$ cat config.mk
export PLATFORM = sky130hd
export DESIGN_NAME = err_compute
export DESIGN_NICKNAME = d
export VERILOG_FILES = /design/src/rtl/err_compute.sv
export SDC_FILE = /design/constraint.sdc
export NUM_CORES = 1
export LEC_CHECK = 0
export ABC_AREA = 1
export ABC_CLOCK_PERIOD_IN_PS = 4500
export BUFFER_PORTS_ARGS = -buffer_cell sky130_fd_sc_hd__buf_4
export CAP_MARGIN = 25
export CORE_UTILIZATION = 45
export DETAILED_ROUTE_END_ITERATION = 12
export PLACE_DENSITY = 0.71
export SETUP_SLACK_MARGIN = 0.05
export SLEW_MARGIN = 15
export SYNTH_ARGS = -nofsm -noshare
export SYNTH_HDL_FRONTEND = slang
export SYNTH_SLANG_ARGS = --single-unit
$ cat constraint.sdc
create_clock -name clk -period 4.5 [get_ports clk]
set_input_delay 0.45 -clock clk [delete_from_list [all_inputs] [get_ports clk]]
set_output_delay 0.45 -clock clk [all_outputs]
set_load 0.005 [all_outputs]
$ cat src/rtl/err_compute.sv
// err_compute: line-sensor error producer.
// Walks the eight IR channels through the A2D request/ready handshake and
// accumulates a signed, position-weighted sum. At the end of each sweep it
// publishes an 11-bit saturated error, a line-present flag and a one-cycle
// err_vld strobe.
// Optional feature macro: ERR_FILTER_EN. When defined, the published error is
// a 3/4-old + 1/4-new IIR blend of the saturated sweep error.
module err_compute #(
    parameter int          SWEEP_CYCLES = 4096,
    parameter logic [11:0] LINE_THRESH  = 12'h200
) (
    input  logic               clk,
    input  logic               rst_n,
    input  logic               go,
    output logic               a2d_req,
    output logic [2:0]         a2d_chnnl,
    input  logic               a2d_rdy,
    input  logic [11:0]        a2d_res,
    output logic signed [10:0] err_sat,
    output logic               err_vld,
    output logic               line_present
);

    localparam int DATA_W = 12;
    localparam int ACC_W  = 17;
    localparam int ERR_W  = 11;
    localparam int TMR_W  = (SWEEP_CYCLES > 1) ? $clog2(SWEEP_CYCLES) : 1;

    localparam logic signed [ACC_W-1:0] ERR_MAX = 17'sd1023;
    localparam logic signed [ACC_W-1:0] ERR_MIN = -17'sd1024;

    typedef enum logic [1:0] {
        IDLE,
        REQ,
        ACC,
        DONE
    } state_t;

    state_t                   state_q, state_d;
    logic [TMR_W-1:0]         tmr_q, tmr_d;
    logic [2:0]               chnnl_q, chnnl_d;
    logic [DATA_W-1:0]        res_q, res_d;
    logic signed [ACC_W-1:0]  accum_q, accum_d;
    logic                     line_seen_q, line_seen_d;
    logic signed [ERR_W-1:0]  err_q, err_d;
    logic                     vld_q, vld_d;
    logic                     line_q, line_d;

    logic                     tmr_wrap;
    logic                     start;
    logic [1:0]               shamt;
    logic signed [ACC_W-1:0]  res_ext;
    logic signed [ACC_W-1:0]  term;

    // Floor-divide the accumulator by 16 and clamp into the 11-bit error range.
    function automatic logic signed [ERR_W-1:0] sat11(input logic signed [ACC_W-1:0] v);
        logic signed [ACC_W-1:0] s;
        s = v >>> 4;
        if (s > ERR_MAX)
            sat11 = ERR_MAX[ERR_W-1:0];
        else if (s < ERR_MIN)
            sat11 = ERR_MIN[ERR_W-1:0];
        else
            sat11 = s[ERR_W-1:0];
    endfunction

`ifdef ERR_FILTER_EN
    // (3*prev + cur) >>> 2 in 13 bits; the extremes (+-4096 range) cannot overflow
    // and the floored quotient always lands back inside the 11-bit range.
    function automatic logic signed [ERR_W-1:0] filt(input logic signed [ERR_W-1:0] prev,
                                                     input logic signed [ERR_W-1:0] cur);
        logic signed [12:0] prev_x;
        logic signed [12:0] cur_x;
        logic signed [12:0] sum;
        logic signed [12:0] q;
        prev_x = $signed({{2{prev[ERR_W-1]}}, prev});
        cur_x  = $signed({{2{cur[ERR_W-1]}}, cur});
        sum    = (prev_x <<< 1) + prev_x + cur_x;
        q      = sum >>> 2;
        filt   = q[ERR_W-1:0];
    endfunction
`endif

    // Weighted term: |weight| is 8,4,2,1 for ch0..3 and 1,2,4,8 for ch4..7, so the
    // shift is the low channel bits, inverted on the negative (left) half.
    always_comb begin
        shamt   = chnnl_q[2] ? chnnl_q[1:0] : ~chnnl_q[1:0];
        res_ext = $signed({{(ACC_W-DATA_W){1'b0}}, res_q});
        term    = res_ext <<< shamt;
    end

    // Sweep timer, start decision and the sequencing FSM next-state logic.
    always_comb begin
        tmr_wrap    = (tmr_q == TMR_W'(SWEEP_CYCLES - 1));
        tmr_d       = tmr_wrap ? '0 : tmr_q + 1'b1;
        start       = tmr_wrap && go && (state_q == IDLE);

        state_d     = state_q;
        chnnl_d     = chnnl_q;
        res_d       = res_q;
        accum_d     = accum_q;
        line_seen_d = line_seen_q;
        err_d       = err_q;
        line_d      = line_q;
        vld_d       = 1'b0;

        case (state_q)
            IDLE: begin
                if (start) begin
                    state_d     = REQ;
                    accum_d     = '0;
                    line_seen_d = 1'b0;
                    chnnl_d     = 3'd0;
                end
            end
            REQ: begin
                if (a2d_rdy) begin
                    res_d   = a2d_res;
                    state_d = ACC;
                end
            end
            ACC: begin
                accum_d = chnnl_q[2] ? (accum_q + term) : (accum_q - term);
                if (res_q > LINE_THRESH)
                    line_seen_d = 1'b1;
                if (chnnl_q == 3'd7) begin
                    // Outputs load on entry to DONE so they change together
                    // with the err_vld strobe that DONE presents.
                    state_d = DONE;
`ifdef ERR_FILTER_EN
                    err_d   = filt(err_q, sat11(accum_d));
`else
                    err_d   = sat11(accum_d);
`endif
                    line_d  = line_seen_d;
                    vld_d   = 1'b1;
                end else begin
                    chnnl_d = chnnl_q + 3'd1;
                    state_d = REQ;
                end
            end
            DONE: begin
                state_d = IDLE;
            end
            default: begin
                state_d = IDLE;
            end
        endcase
    end

    // Control state and published outputs, cleared by synchronous reset.
    always_ff @(posedge clk) begin
        if (!rst_n) begin
            state_q <= IDLE;
            tmr_q   <= '0;
            chnnl_q <= 3'd0;
            err_q   <= '0;
            vld_q   <= 1'b0;
            line_q  <= 1'b0;
        end else begin
            state_q <= state_d;
            tmr_q   <= tmr_d;
            chnnl_q <= chnnl_d;
            err_q   <= err_d;
            vld_q   <= vld_d;
            line_q  <= line_d;
        end
    end

    // Sweep datapath; always initialised at sweep start, so no reset needed.
    always_ff @(posedge clk) begin
        res_q       <= res_d;
        accum_q     <= accum_d;
        line_seen_q <= line_seen_d;
    end

    assign a2d_req      = (state_q == REQ);
    assign a2d_chnnl    = chnnl_q;
    assign err_sat      = err_q;
    assign err_vld      = vld_q;
    assign line_present = line_q;

endmodule

; Word level (Yosys, flattened, before mapping)
; Cells that the tools add are included.
; W data, S select, Z words.
[word_totals]
rom_bits = 0
ram_bits = 0
latch_bits = 0
out_inout_bits = 17
elab_cells = 55
regBits = 60
memories = 0
[op_classes]
mux = 17
shift = 1
reduce_logical = 11
order_cmp = 3
eq_ne = 8
add_sub_neg = 4
n_mul = 0
n_bitwise = 2
div = 0
[ops]
columns = op, count
row1 = $mux W17, 2
row2 = $pmux W17 S2, 1
row3 = $mux W11, 2
row4 = $add A17 B17 Y17, 1
row5 = $sshl A13 B2 Y17, 1
row6 = $sub A17 B17 Y17, 1
row7 = $gt A13 B11 Y1 const B, 1
row8 = $lt A13 B11 Y1 const B, 1
row9 = $add A12 B1 Y12 const B, 1
row10 = $eq A12 B12 Y1 const B, 1
row11 = $gt A12 B10 Y1 const B, 1
row12 = $reduce_and A2 Y1, 5
row13 = $mux W2, 4
row14 = $pmux W2 S4, 1
row15 = $mux W3, 2
row16 = $pmux W3 S2, 1
row17 = $eq A2 B2 Y1 const B, 2
row18 = $ne A2 B2 Y1 const B, 2
row19 = $add A3 B1 Y3 const B, 1
row20 = $eq A3 B3 Y1 const B, 1
row21 = $mux W1, 3
row22 = $reduce_and A3 Y1, 1
row23 = $eq A2 B1 Y1 const B, 1
row24 = $logic_and A1 B1 Y1, 2
row25 = 7 further kinds, 7

; Logic depth before layout (Yosys ltp)
; Gate-level depths: netlist of run 1.
[depth]
ltp_word = 8
ltp_mapped = 30

; Least setup slack after synthesis of run 1
; Ideal clock, no wire load.
[synth_timing]
path_type = flip-flop to flip-flop
start = reg chnnl_q[2], in the netlist a2d_chnnl[2]
end = reg err_q[0], in the netlist err_sat[0]
arrival_ns = 3.254
setup_time_ns = 0.122
required_time_ns = 4.378
slack_ns = 1.124
synth_period_minus_slack_ns = 3.376
path_stages_with_launch = 28
path_cell_list = dfxtp_1 > buf_6 > inv_8 > nand2_2 > nand2_2 > buf_6 > nand2_2 > nand3_1 > nand2_2 > nand3_1 > nor2_1 > nand3_1 > nor2_1 > nand2_1 > nand2_1 > xor2_1 > inv_1 > ha_1 > a21oi_1 > inv_1 > a31oi_1 > o21ai_0 > a21oi_1 > inv_1 > nand3_2 > nand3_2 > nand2_1 > a21oi_2
[synth_via]
elab_chain_len = 7
word_cells_on_any_way = 11
[synth_rtl]
columns = item, line
row1 = from (decl), 41  ; logic [2:0] chnnl_q, chnnl_d;
row2 = from (signal assigned), 163  ; chnnl_q <= chnnl_d;
row3 = $mux W2, 87  ; shamt = chnnl_q[2] ? chnnl_q[1:0] : ~chnnl_q[1:0];
row4 = $sshl A13 B2 Y17, 89  ; term = res_ext <<< shamt;
row5 = $sub A17 B17 Y17 or $add A17 B17 Y17 (tied branches), 123  ; accum_d = chnnl_q[2] ? (accum_q + term) : (accum_q - term);
row6 = $mux W17, 123
row7 = $lt A13 B11 Y1, 61  ; else if (s < ERR_MIN)
row8 = $mux W11, 61
row9 = $mux W11, 59  ; if (s > ERR_MAX)
row10 = to (signal assigned), 164  ; err_q <= err_d;
row11 = to (decl), 45  ; logic signed [ERR_W-1:0] err_q, err_d;
; Several ways; a longest one is shown, not always the timed one.
; A chain may end at the register's enable or synchronous reset.

; Worst setup path after layout of run 1
[layout_timing]
start = reg chnnl_q[2], in the netlist a2d_chnnl[2]
end = reg err_q[8], in the netlist err_sat[8]
; The elaborated chain is that of the path after synthesis.

==> run_results.csv, run 1 <==
group,metric,value,unit
clock_network,htree_levels,3,
clock_network,post-cts-setup-buffers,0,
global_route,use_met2,0.3684,
floorplanning,start_util,0.4723,
clock_network,cts_resized,0,
global_route,antenna_found_initial,0,
sta,setup_viol,0,
clock_network,holdBufCountCts,0,
global_route,grt_usage,0.2179,
sta,rsz0062_at_grt,"false",
route,vias_per_cell,5.264,
synthesis,ys_types,35,
flow_run,maxCapViolations,0,
global_route,grt_max_degree,24,
global_route,gr-total-overflow,0,
synthesis,synth_top_area_share,0.2145,
floorplanning,die_area,9721,um^2
power_and_ir_drop,max-vdd-ir-drop,0.2070,mV
global_route,grt_pass1_vias,3754,
synthesis,synth_top_area_cell,"edfxtp_1",
synthesis,ys_seq_elements,60,
clock_network,clk_pin_slew_worst_paths,80,ps
route,drt-total-wl,9.723,mm
clock_network,clock-sinks,60,
route,drtAntennaViolNets,0,
final_layout,post-route-util,0.5314,
sta,fin_tns_setup,0,ps
floorplanning,ios,33,
global_route,grt_pass1_wl,16.91,mm
sta,fmax,255.8,MHz
critical_path,arrival,4200,ps
route,routedWlPerCell,13.58,um
final_layout,layout_common_cells,"nand2_1 (130), inv_1 (76), nand3_1 (69)",
sta,period_share,0.8686,
clock_network,insertion_delay,360,ps
route,drt-initial-drc-count,232,
sta,hold_viol_final,0,
final_layout,fin_area,4725,um^2
synthesis,yosysWarnings,0,
clock_network,cts_buffer_depth,2,
placement,io_buffers,32,
synthesis,syn_area_per_cell,7.367,um^2
power_and_ir_drop,powerDensity,240.1,nW/um^2
hold_path,hold_path_class,"in2reg",
global_route,use_met1,0.2764,
final_layout,n_antenna_cell,0,
critical_path,critPathCaptureType,"flop",
placement,dpl.hpwl,7.258,mm
route,route.vias.total,3769,
sta,tightest_slew,769.9,ps
sta,slew_headroom,0.4862,
floorplanning,die_y,98.60,um
clock_network,root_buffer,"clkbuf_8",
sta,finClkSkew,16.48,ps
placement,placed_cell_area,4488,um^2
sta,min_period,3909,ps
floorplanning,std_cell_rows,34,
global_route,use_met3,0.04539,
critical_path,crit_required,4790,ps
route,first_pass_iters,5,
final_layout,fillCellCount,830,
critical_path,path_max_fanout,23,
final_layout,nets,640,
route,drc,0,
sta,drv_slew,0,
synthesis,synthesis.nets,607,
floorplanning,die_x,98.60,um
clock_network,cts_tree,"built",
final_layout,area_delta_synth_final,12.51,%
synthesis,ys_seq_area_frac,0.3576,
global_route,top_usage_layer,"met2",
power_and_ir_drop,p_leak,2.290,nW
final_layout,drive_above_1_share,0.1645,
final_layout,layout_commonest_cell,"nand2_1",
synthesis,syn_inst,570,
critical_path,critPathLaunchType,"flop",
floorplanning,core_area,8891,um^2
clock_network,numCtsBuffers,9,
synthesis,synth.area.top_cells,"edfxtp_1 (21%), dfxtp_1 (14%), nand2_1 (12%)",
critical_path,worstSetupPathType,"reg2reg",
synthesis,syn_area,4199,um^2
placement,gp_congestion,0.9022,
outcome,status,"finished clean",
[power by group]
group	total [W]	leakage (nW)	internal [W]	switching (W)
Combinational	0.0000178	1.64	0.0000104	0.00000738
Clock	0.000544	0.112	0.000293	0.000251
Sequential	0.000572	0.536	0.000571	0.00000135
Total	0.00113	2.29	0.000874	0.000260
[critical path: stages, from the launching register on]
cell and delay (ps):
dfxtp_4 400, inv_8 130, nand2_4 50, nand2_2 80
clkinv_2 250, nor2_1 230, inv_1 80, ha_1 220
nand3_1 110, nand2_1 80, o21ai_0 110, xor2_1 230
inv_1 90, ha_1 370, nand2_1 130, nor3_1 150
nand2_1 80, nand2_1 180, inv_1 80, o21ai_0 200
xor2_1 340, nand2_1 120, a21oi_2 130
[sequential cells by signal (all words and copies together), names as in the netlist]
| name | count |
|---|---|
| state_q | 2 |
| accum_q | 17 |
| err_sat | 11 |
| line_present | 1 |
| err_vld | 1 |
| line_seen_q | 1 |
| tmr_q | 12 |
| a2d_chnnl | 3 |
| res_q | 12 |
[worst paths after layout]
check                                  start         end  slack, ps  cells after the start
worst min-delay path             a2d_res[11]   res_q[11]        270                      1
worst max-delay path            a2d_chnnl[2]  err_sat[8]        590                     22
worst max register to register  a2d_chnnl[2]  err_sat[8]        590                     22
worst min register to register      tmr_q[0]    tmr_q[0]        450                      1
[cells in the mapped netlist]
cell type and count:
nor2_1 52, nor3b_1 2, a21oi_2 10, o21bai_1 4
a21oi_1 20, xor2_1 23, nand3_2 6, nor4_1 3
o21ai_0 26, inv_8 1, nor3_1 11, buf_4 1
fa_1 1, edfxtp_1 30, dfxtp_1 30, or2_2 2
inv_4 1, buf_6 8, and2_4 1, xnor2_1 2
inv_1 76, nand3_1 69, a21o_1 1, nand2_2 15
clkbuf_1 5, a21boi_0 1, nand2_1 130, nand4_1 2
nor2_2 3, a31o_2 1, a31oi_1 6, ha_1 20
o211ai_1 2, inv_2 2, nand2_4 3
[metrics by stage]
step | std cells | setup WS (ps) | power (W) | hold slack (ps)
after CTS | 716 | 337.2 | 0.001139 | 262.1
after detailed placement | 700 | 376.1 | 0.0006032 | 435.5
final | 716 | 591.3 | 0.001134 | 270.3
after global placement | 700 | 471.1 | 0.0006025 | 427.0
after global routing | 716 | 95.18 | 0.001163 | 259.2
after floorplan | 570 | 1124 | 0.0005914 | 417.5
[cells by family (layout without fill, tap and decap cells)]
kind of cell | Yosys count | after routing | synth area share
buffers and inverters | 94 | 132 | 0.1016
AOI/OAI and AO/OA | 71 | 71 | 0.1010
DFF | 60 | 60 | 0.3576
adders and majority gates | 21 | 21 | 0.06436
xor gates and xnor gates | 25 | 25 | 0.05215
and+or+nand+nor | 299 | 299 | 0.3233
[final cells by class]
type	instances	area (um^2)	area share
inverter	80	311.5	0.06594
timing repair buffer	36	270.3	0.05720
clock buffer	10	148.9	0.03151
tap	108	135.1	0.02860
clock inverter	6	68.82	0.01457
multi-input combinational	416	2283	0.4833
sequential	60	1506	0.3189
[metal layers]
metal | routed length, um | vias up
met5 | 0 | -
met4 | 177 | 0
met3 | 397 | 19
met2 | 4583 | 88
met1 | 4565 | 1732
li1 | - | 1930
No activity file was read; power rests on OpenSTA's default activity.
==> run 2: changes to the inputs <==
- ABC_CLOCK_PERIOD_IN_PS: 4500 -> 4990
- clock period: 4.5 -> 4.99 ns (I/O delays scaled with it)
==> run_results.csv, run 2 (synthesis gave the netlist of run 1 again) <==
group,metric,value,unit
outcome,status,"finished clean",
critical_path,slowest_stage,"dfxtp_2",
final_layout,area_delta_synth_final,10.97,%
critical_path,crit_top_cell,"nand2_1",
critical_path,startpoint,"a2d_chnnl[2]",
final_layout,fillCellCount,864,
route,drtAntennaViolNets,0,
power_and_ir_drop,netSwitchingFraction,0.2312,
clock_network,root_buffer,"clkbuf_8",
power_and_ir_drop,pwr-share-clk,0.445,
critical_path,r2r_start,"a2d_chnnl[2]",
sta,fin_tns_setup,0,ps
final_layout,drive_above_1_share,0.1554,
sta,min_period,4188,ps
hold_path,hold_end,"res_q[4]",
placement,placed_cell_area,4466,um^2
sta,setup_viol,0,
floorplanning,die_x,98.60,um
global_route,use_met2,0.3727,
final_layout,n_antenna_cell,0,
final_layout,post-route-util,0.5241,
global_route,use_met3,0.04113,
hold_path,holdPathStages,1,
final_layout,nets,637,
flow_run,maxCapViolations,0,
critical_path,worstSetupPathType,"reg2reg",
final_layout,top_register,"accum_q",
final_layout,fin_area,4659,um^2
power_and_ir_drop,p_int,0.0007379,W
floorplanning,start_util,0.4723,
clock_network,cts_buffer_depth,2,
power_and_ir_drop,max-vdd-ir-drop,0.2258,mV
critical_path,crit_required,5230,ps
floorplanning,core_area,8891,um^2
sta,finClkSkew,9.905,ps
hold_path,hold_path_class,"in2reg",
final_layout,top_regs,"accum_q: 17 flops, res_q: 12 flops, tmr_q: 12 flops",
global_route,grt_pass1_vias,3782,
critical_path,r2r_setup_slack,800,ps
power_and_ir_drop,p_sw,0.0002219,W
route,first_pass_iters,7,
global_route,antenna_found_initial,0,
hold_path,min_from,"a2d_res[4]",
power_and_ir_drop,powerDensity,206.0,nW/um^2
power_and_ir_drop,p_leak,2.256,nW
route,drc,0,
sta,fmax,238.8,MHz
route,routedWlPerCell,13.81,um
floorplanning,die_y,98.60,um
critical_path,critPathCaptureType,"flop",
final_layout,largest_reg_flops,17,
clock_network,numCtsBuffers,9,
floorplanning,die_area,9721,um^2
final_layout,instances_no_fill,713,
sta,tightest_slew,843.2,ps
critical_path,arrival,4430,ps
clock_network,post-cts-setup-buffers,0,
global_route,top_usage_layer,"met2",
global_route,use_met1,0.2908,
clock_network,clock-sinks,60,
placement,dpl.hpwl,7.462,mm
critical_path,r2r_cells,25,
floorplanning,ios,33,
placement,io_buffers,32,
clock_network,htree_levels,3,
route,drt-total-wl,9.846,mm
final_layout,layout_common_cells,"nand2_1 (130), inv_1 (76), nand3_1 (69)",
sta,hold_viol_final,0,
clock_network,cts_tree,"built",
sta,slew_headroom,0.4372,
placement,dp_cells,697,
route,vias_per_cell,5.353,
critical_path,path_max_fanout,19,
power_and_ir_drop,p_comb_frac,0.016,
critical_path,r2r_end,"err_sat[9]",
global_route,grt_pass1_wl,17.31,mm
critical_path,critPathMaxStageDelay,520,ps
global_route,grt_max_degree,24,
placement,gp_congestion,0.9867,
final_layout,layout_commonest_cell,"nand2_1",
floorplanning,std_cell_rows,34,
global_route,gr-total-overflow,0,
sta,period_share,0.8392,
sta,rsz0062_at_grt,"false",
critical_path,critPathLaunchType,"flop",
global_route,grt_usage,0.2231,
sta,drv_slew,0,
route,route.vias.total,3817,
power_and_ir_drop,p_seq_frac,0.538,
clock_network,insertion_delay,350,ps
clock_network,clk_pin_slew_worst_paths,80,ps
route,drt-initial-drc-count,343,
## run 2: per-layer routing
| metal | share of wire | wire (um) |
|---|---|---|
| met4 | 0.019 | 186 |
| met2 | 0.48 | 4677 |
| met5 | 0 | 0 |
| met3 | 0.051 | 505 |
| met1 | 0.45 | 4476 |
## run 2: worst max path at each step
stage                             to
after floorplan           err_sat[0]
after global placement    err_sat[3]
after detailed placement  err_sat[9]
after CTS                 err_sat[9]
after global routing      err_sat[9]
final                     err_sat[9]
## run 2: final cells by class
type	count	area (um^2)	area share
Timing Repair Buffer	33	247.7	0.05317
Tap cell	108	135.1	0.02900
Inverter	80	310.3	0.06660
Clock buffer	10	148.9	0.03195
Multi-Input combinational cell	416	2271	0.4874
Clock inverter	6	43.79	0.009398
Sequential cell	60	1503	0.3225
## run 2: repair_timing
action / 4_1_cts / 5_1_grt
gates resized for setup: 0 / 1
hold buffers: 0 / 0
setup endpoints to repair: 0 / 10
## run 2: power by group through the flow
stage	Clock, W	Combinational (W)	Sequential (W)
after detailed placement	0	0.0000160	0.000528
after CTS	0.000434	0.0000160	0.000517
final	0.000427	0.0000158	0.000517
after floorplan	0	0.00000557	0.000528
after global placement	0	0.0000155	0.000528
after global routing	0.000453	0.0000179	0.000517
## run 2: critical path, delay by kind of cell (launching register included)
kind            cells  cell delay [ps]
xor+xnor            1              140
compound gates      5              830
fa+ha+maj           1              350
flops               1              520
buf+inv             4              320
simple gates       14             1940
## run 2: metrics by stage
step / worst slack [ps] / total power (W) / hold WS (ps)
after floorplan: 1614 / 0.0005334 / 417.5
after global placement: 742.5 / 0.0005434 / 426.7
after detailed placement: 636.4 / 0.0005440 / 444.7
after CTS: 585.1 / 0.0009671 / 311.2
after global routing: 225.4 / 0.0009877 / 314.1
final: 802.2 / 0.0009598 / 321.9
